$ cat src/rtl/bit_serializer.sv
`default_nettype none
// ============================================================================
// Module      : bit_serializer
// Description : Parallel-to-serial converter with valid/ready input handshake,
//               back-to-back words without gap cycles, IDLE_BIT when empty.
// Revision    : 1.0 - initial release
// ============================================================================
module bit_serializer #(
    parameter int   WIDTH     = 8,
    parameter bit   MSB_FIRST = 1'b1,
    parameter logic IDLE_BIT  = 1'b0
) (
    input  logic             clk,
    input  logic             rst_n,
    input  logic [WIDTH-1:0] in_data,
    input  logic             in_valid,
    output logic             in_ready,
    output logic             dout,
    output logic             dout_valid,
    output logic             busy,
    output logic             word_done
);

    localparam int CW = (WIDTH > 1) ? $clog2(WIDTH) : 1;
    localparam logic [CW-1:0] LAST_IDX = CW'(WIDTH - 1);

    typedef enum logic [0:0] {
        S_IDLE  = 1'b0,
        S_SHIFT = 1'b1
    } state_t;

    state_t           state_q;
    logic [WIDTH-1:0] shreg_q;
    logic [CW-1:0]    cnt_q;
    logic             dout_q;
    logic             word_done_q;

    logic             accept_d;
    logic             first_bit_d;
    logic             next_bit_d;
    logic [WIDTH-1:0] load_d;
    logic [WIDTH-1:0] shift_d;

    // The first bit goes straight to the output flop; the shift register only
    // holds the bits still to come.
    assign first_bit_d = MSB_FIRST ? in_data[WIDTH-1] : in_data[0];
    assign load_d      = MSB_FIRST ? (in_data << 1) : (in_data >> 1);
    assign next_bit_d  = MSB_FIRST ? shreg_q[WIDTH-1] : shreg_q[0];
    assign shift_d     = MSB_FIRST ? (shreg_q << 1) : (shreg_q >> 1);

    assign in_ready = (state_q == S_IDLE) || (cnt_q == '0);
    assign accept_d = in_valid && in_ready;

    always_ff @(posedge clk or negedge rst_n) begin
        if (!rst_n) begin
            state_q     <= S_IDLE;
            shreg_q     <= '0;
            cnt_q       <= '0;
            dout_q      <= IDLE_BIT;
            word_done_q <= 1'b0;
        end else if (accept_d) begin
            state_q     <= S_SHIFT;
            shreg_q     <= load_d;
            cnt_q       <= LAST_IDX;
            dout_q      <= first_bit_d;
            word_done_q <= 1'b0;
        end else if (state_q == S_SHIFT && cnt_q != '0) begin
            shreg_q     <= shift_d;
            cnt_q       <= cnt_q - CW'(1);
            dout_q      <= next_bit_d;
            word_done_q <= (cnt_q == CW'(1));
        end else begin
            state_q     <= S_IDLE;
            cnt_q       <= '0;
            dout_q      <= IDLE_BIT;
            word_done_q <= 1'b0;
        end
    end

    assign dout       = dout_q;
    assign dout_valid = (state_q == S_SHIFT);
    assign busy       = (state_q == S_SHIFT);
    assign word_done  = word_done_q;

endmodule
`default_nettype wire
$ cat config.mk
export PLATFORM = sky130hd
export DESIGN_NAME = bit_serializer
export DESIGN_NICKNAME = d
export VERILOG_FILES = /design/src/rtl/bit_serializer.sv
export SDC_FILE = /design/constraint.sdc
export NUM_CORES = 1
export LEC_CHECK = 0
export ABC_AREA = 1
export BUFFER_PORTS_ARGS = -buffer_cell sky130_fd_sc_hd__buf_2
export CAP_MARGIN = 15
export CORE_MARGIN = 2
export CORE_UTILIZATION = 45
export DETAILED_ROUTE_END_ITERATION = 6
export PLACE_DENSITY = 0.64
export SLEW_MARGIN = 20
export SYNTH_ARGS = -nofsm -noshare
export SYNTH_HDL_FRONTEND = slang
export SYNTH_SLANG_ARGS = --single-unit
$ cat constraint.sdc
create_clock -name clk -period 1.3 [get_ports clk]
set_input_delay 0 -clock clk [delete_from_list [all_inputs] [get_ports clk]]
set_output_delay 0 -clock clk [all_outputs]
set_load 0.02 [all_outputs]
; ---- After elaboration in Yosys (flattened, before gate mapping)
; Cells that the tools add are included.
[totals]
wordCells = 25
out_inout_bits = 5
inputBits = 11
romBits = 0
n_memories = 0
register_bits = 14
latchBits = 0
mem_bits_rw = 0
[op_classes]
addsub = 1
shift = 0
order_cmp = 0
n_eq_ne = 2
mul = 0
n_bitwise = 1
reduce_logical = 6
div_mod_pow = 0
mux = 10
[ops]
columns = operator, count
row1 = $mux W8, 2
row2 = $mux W1, 6
row3 = $mux W3, 2
row4 = $eq A3 B1 Y1 const B, 1
row5 = $logic_not A3 Y1, 1
row6 = $reduce_bool A3 Y1, 1
row7 = $sub A3 B1 Y3 const B, 1
row8 = $logic_and A1 B1 Y1, 2
row9 = $ne A2 B2 Y1 const B, 1
row10 = $reduce_bool A2 Y1, 1
row11 = $logic_or A1 B1 Y1, 1
row12 = $not A1 Y1, 1

; ---- Depth between registers and ports, before layout
[depth]
ltp_word = 4
ltp_mapped = 7
depth_no_buf = 6

; ---- Worst setup path before layout
; Ideal clock, no wire load.
[synth_timing]
path_kind = flip-flop to flip-flop
start = register cnt_q[0]
end = register shreg_q[4]
setup_ps = 124
path_buffers = 1
t_arrival_ps = 1048
period_less_slack_ps = 1172
required_ps = 1176
stages_incl_launch_ff = 8
slack_ps = 128
path_cell_list = dfrtp_1 > inv_1 > ha_1 > nand2_2 > nand2_4 > buf_6 > nand3_1 > nand3_1
[synth_via]
elab_chain_len = 4
elab_cells_between_ends = 7
classes_between = mux: 1 / reduce/logical: 6
[synth_lines]
columns = item, line
row1 = start: declaration, 34  ; logic [CW-1:0] cnt_q;
row2 = start signal: assignment, 69  ; cnt_q <= cnt_q - CW'(1);
row3 = $logic_not A3 Y1 *, 51  ; assign in_ready = (state_q == S_IDLE) || (cnt_q == '0);
row4 = $logic_or A1 B1 Y1 *, 51
row5 = named net in_ready, 17  ; output logic in_ready,
row6 = $logic_and A1 B1 Y1 *, 52  ; assign accept_d = in_valid && in_ready;
row7 = $mux W8 or $reduce_bool A2 Y1 (tied branches), --
row8 = end signal: assignment, 63  ; shreg_q <= load_d;
row9 = end signal: assignment, 68  ; shreg_q <= shift_d;
row10 = end: declaration, 33  ; logic [WIDTH-1:0] shreg_q;
; The timed path passes the listed nets; every way through them passes the cells marked *.
; A chain may end at the register's enable or synchronous reset.

; ---- Worst setup path after layout
[layout_timing]
start = register cnt_q[0]
end = output port in_ready
[layout_via]
elab_chain_len = 2
[layout_lines]
columns = item, line
row1 = $logic_not A3 Y1, 51
row2 = $logic_or A1 B1 Y1, 51
row3 = end: declaration, 17
; No other way between the ends.

==> run summary <==
Synth Instances = 67
vias per cell = 4.90
cell row count = 14
Post-synth EDFFs = 0
CP Buf/Inv Count = 3
Area contributors post-synth = dfrtp_1 46%, nand3_2 13%, nand3_1 8.5%
worst min-delay path startpoint = in_valid
Final Max Slew Viols = 0
highest achievable clock rate = 798 MHz
Pwr Density = 2420 nW/um^2
cts bufs inserted = 3
CTS sink count = 13
routed wl met2 = 634 um
clock slew at reported path FFs = 0.08 ns
CP startpoint kind = flop
register bit count reported by yosys = 13
syn nets = 81
Avg WL per Cell = 11.4 um
Tcrit/Tclk final = 96.4%
1st-iter DRT viols = 9
CP max stage cell = dfrtp_1
Leak = 0.000512 uW
Final setup violation count = 0
share of cells above drive strength 1 = 46.5%
Residual DRC = 0
initial antenna violation count = 0
Die Area = 1900 um^2
max incr delay on CP = 0.39 ns
met3 wire length = 38 um
worst relative slew slack = 80.7%
IO Port Bufs = 15
IO Count = 16
Vias = 573
Synth cell types = 17
ANT cells = 0
number of fill cells = 122
largest net degree at the start of global routing = 14
Final Skew = 0.00454 ns
GRT Total Usage = 15.8%
CP Class = reg2out
crit path capture type = output port
Synth-to-Final Area Change = 43.4%
Die H = 43.6 um
Post-synth ARST share = 100%
register area = 325 um^2
HP Class = in2reg
worst reg2reg path startpoint = cnt_q[0]
Final Net Count = 116
Worst VDD drop = 1.06 mV
worst setup margin = 0.0473 ns
GPL Wtd Cong = 0.712
final wirelength = 1330 um
worst hold margin = 0.0940 ns
critical path startpoint = cnt_q[0]
min cycle time layout = 1.25 ns
die width = 43.6 um
DR pass1 iterations = 3
Max Root-Sink Buffers = 2
final hold viol count = 0
Syn. warnings = 0
Avg Inst Size Synth = 10.5 um^2
cell area after synthesis = 706 um^2
global-route wire length before repair = 2210 um
CP top delay family = flip-flops
GRT overflow = 0
outcome = finished, final reports clean
WP data required = 1.30 ns
H-tree depth = 1
commonest cells in the netlist = 14 x nand2_1, 13 x dfrtp_1, 12 x nand3_1
M1 WL = 641 um
Top FF cell, synth = dfrtp_1
area fraction of the dominant cell type after synthesis = 46.1%
core area = 1490 um^2
most common cell in the netlist = nand2_1
register area share after synthesis = 46.1%
crit-path max FO = 4
Max-cap violations = 0
HPWL Detailed = 881 um
antenna viol nets, final = 0
Post-Place Setup Slack = 0.0149 ns
Starting Density = 47.4%
area leader, netlist = dfrtp_1
crit-path cells = inv_2 > ha_4 > nand2_4 > nand2_4 > buf_6 > buf_6
Root Driver = clkbuf_4
Top Layer Used = met4
clock latency on the worst-skew pair = 0.27 ns
Slew @ Worst Pin = 0.289 ns
area occupied by multi-input gates = 338 um^2
WP data arrival = 1.25 ns
CTS tree = done
vias in the first global route = 539
==> final cells by class <==
class,instances,share of cell area (%)
Clock buffer,4,2.60
Inverter,4,1.48
Multi-Input combinational cell,46,33.4
Sequential cell,13,32.1
Tap cell,16,1.98
Timing Repair Buffer,34,28.4
==> where the power goes <==
part	internal, uW	switching, uW	total [uW]
logic	784	740	1520
registers	579	102	682
clock network	119	121	240
total	1480	963	2450
==> worst min-delay path, delay by kind of cell <==
family	cells	cell delay, ns
buf+inv	2	0.23
simple gates	1	0.11
==> metal layers <==
| metal | track usage (%) | up-vias |
|---|---|---|
| met5 | 0 | - |
| met4 | 10.3 | 0 |
| met3 | 2.92 | 4 |
| met2 | 24.1 | 11 |
| met1 | 20.4 | 272 |
| li1 | - | 286 |
==> through the flow <==
stage	instances	util (%)	cell area (um^2)	TNS [ns]	power (uW)
after global placement	98	53.3	793	0	1760
after detailed placement	98	53.3	793	0	1770
final	117	68.0	1010	0	2450
after global routing	117	68.0	1010	-0.0213	2640
after CTS	113	62.7	933	-0.00645	2140
after floorplan	67	-	706	0	1550
==> registers in the layout (all words and copies together) (netlist names) <==
signal	cells
busy	1
dout	1
word_done	1
shreg_q	7
cnt_q	3
==> cell usage in the layout (no fill, tap or decap), drive strengths merged <==
cell         instances
nor2                 1
clkbuf               5
dfrtp               13
a21boi               1
nand3               21
ha                   3
or2                  1
nand2               17
inv                  4
dlygate4sd3          9
o21ai                1
xnor2                1
buf                 24
==> kinds of logic after synthesis <==
group	synth area share (%)
compound gates	3.90
buf+inv	9.22
fa+ha+maj	5.32
xor+xnor	1.24
flops	46.1
simple gates	34.2
==> path summary, 6_finish.rpt <==
kind,depth (start not counted),slack (ns),end
worst max-delay path,6,0.05,in_ready
worst min-delay path,3,0.09,busy
worst max register to register,8,0.07,shreg_q[5]
worst min register to register,2,0.50,dout
max in group asynchronous,2,0.95,cnt_q[2]
min in group asynchronous,2,0.13,shreg_q[7]
==> timing repair <==
action / in CTS / in global routing
resized for setup: 4 / 7
pin swaps: 0 / 2
gates cloned: 0 / 1
endpoints found under the hold margin: 21 / 0
hold buffers: 9 / 0
buffers inserted: 2 / 3
setup endpoints to repair: 2 / 10
(Power assumes the default switching activity.)
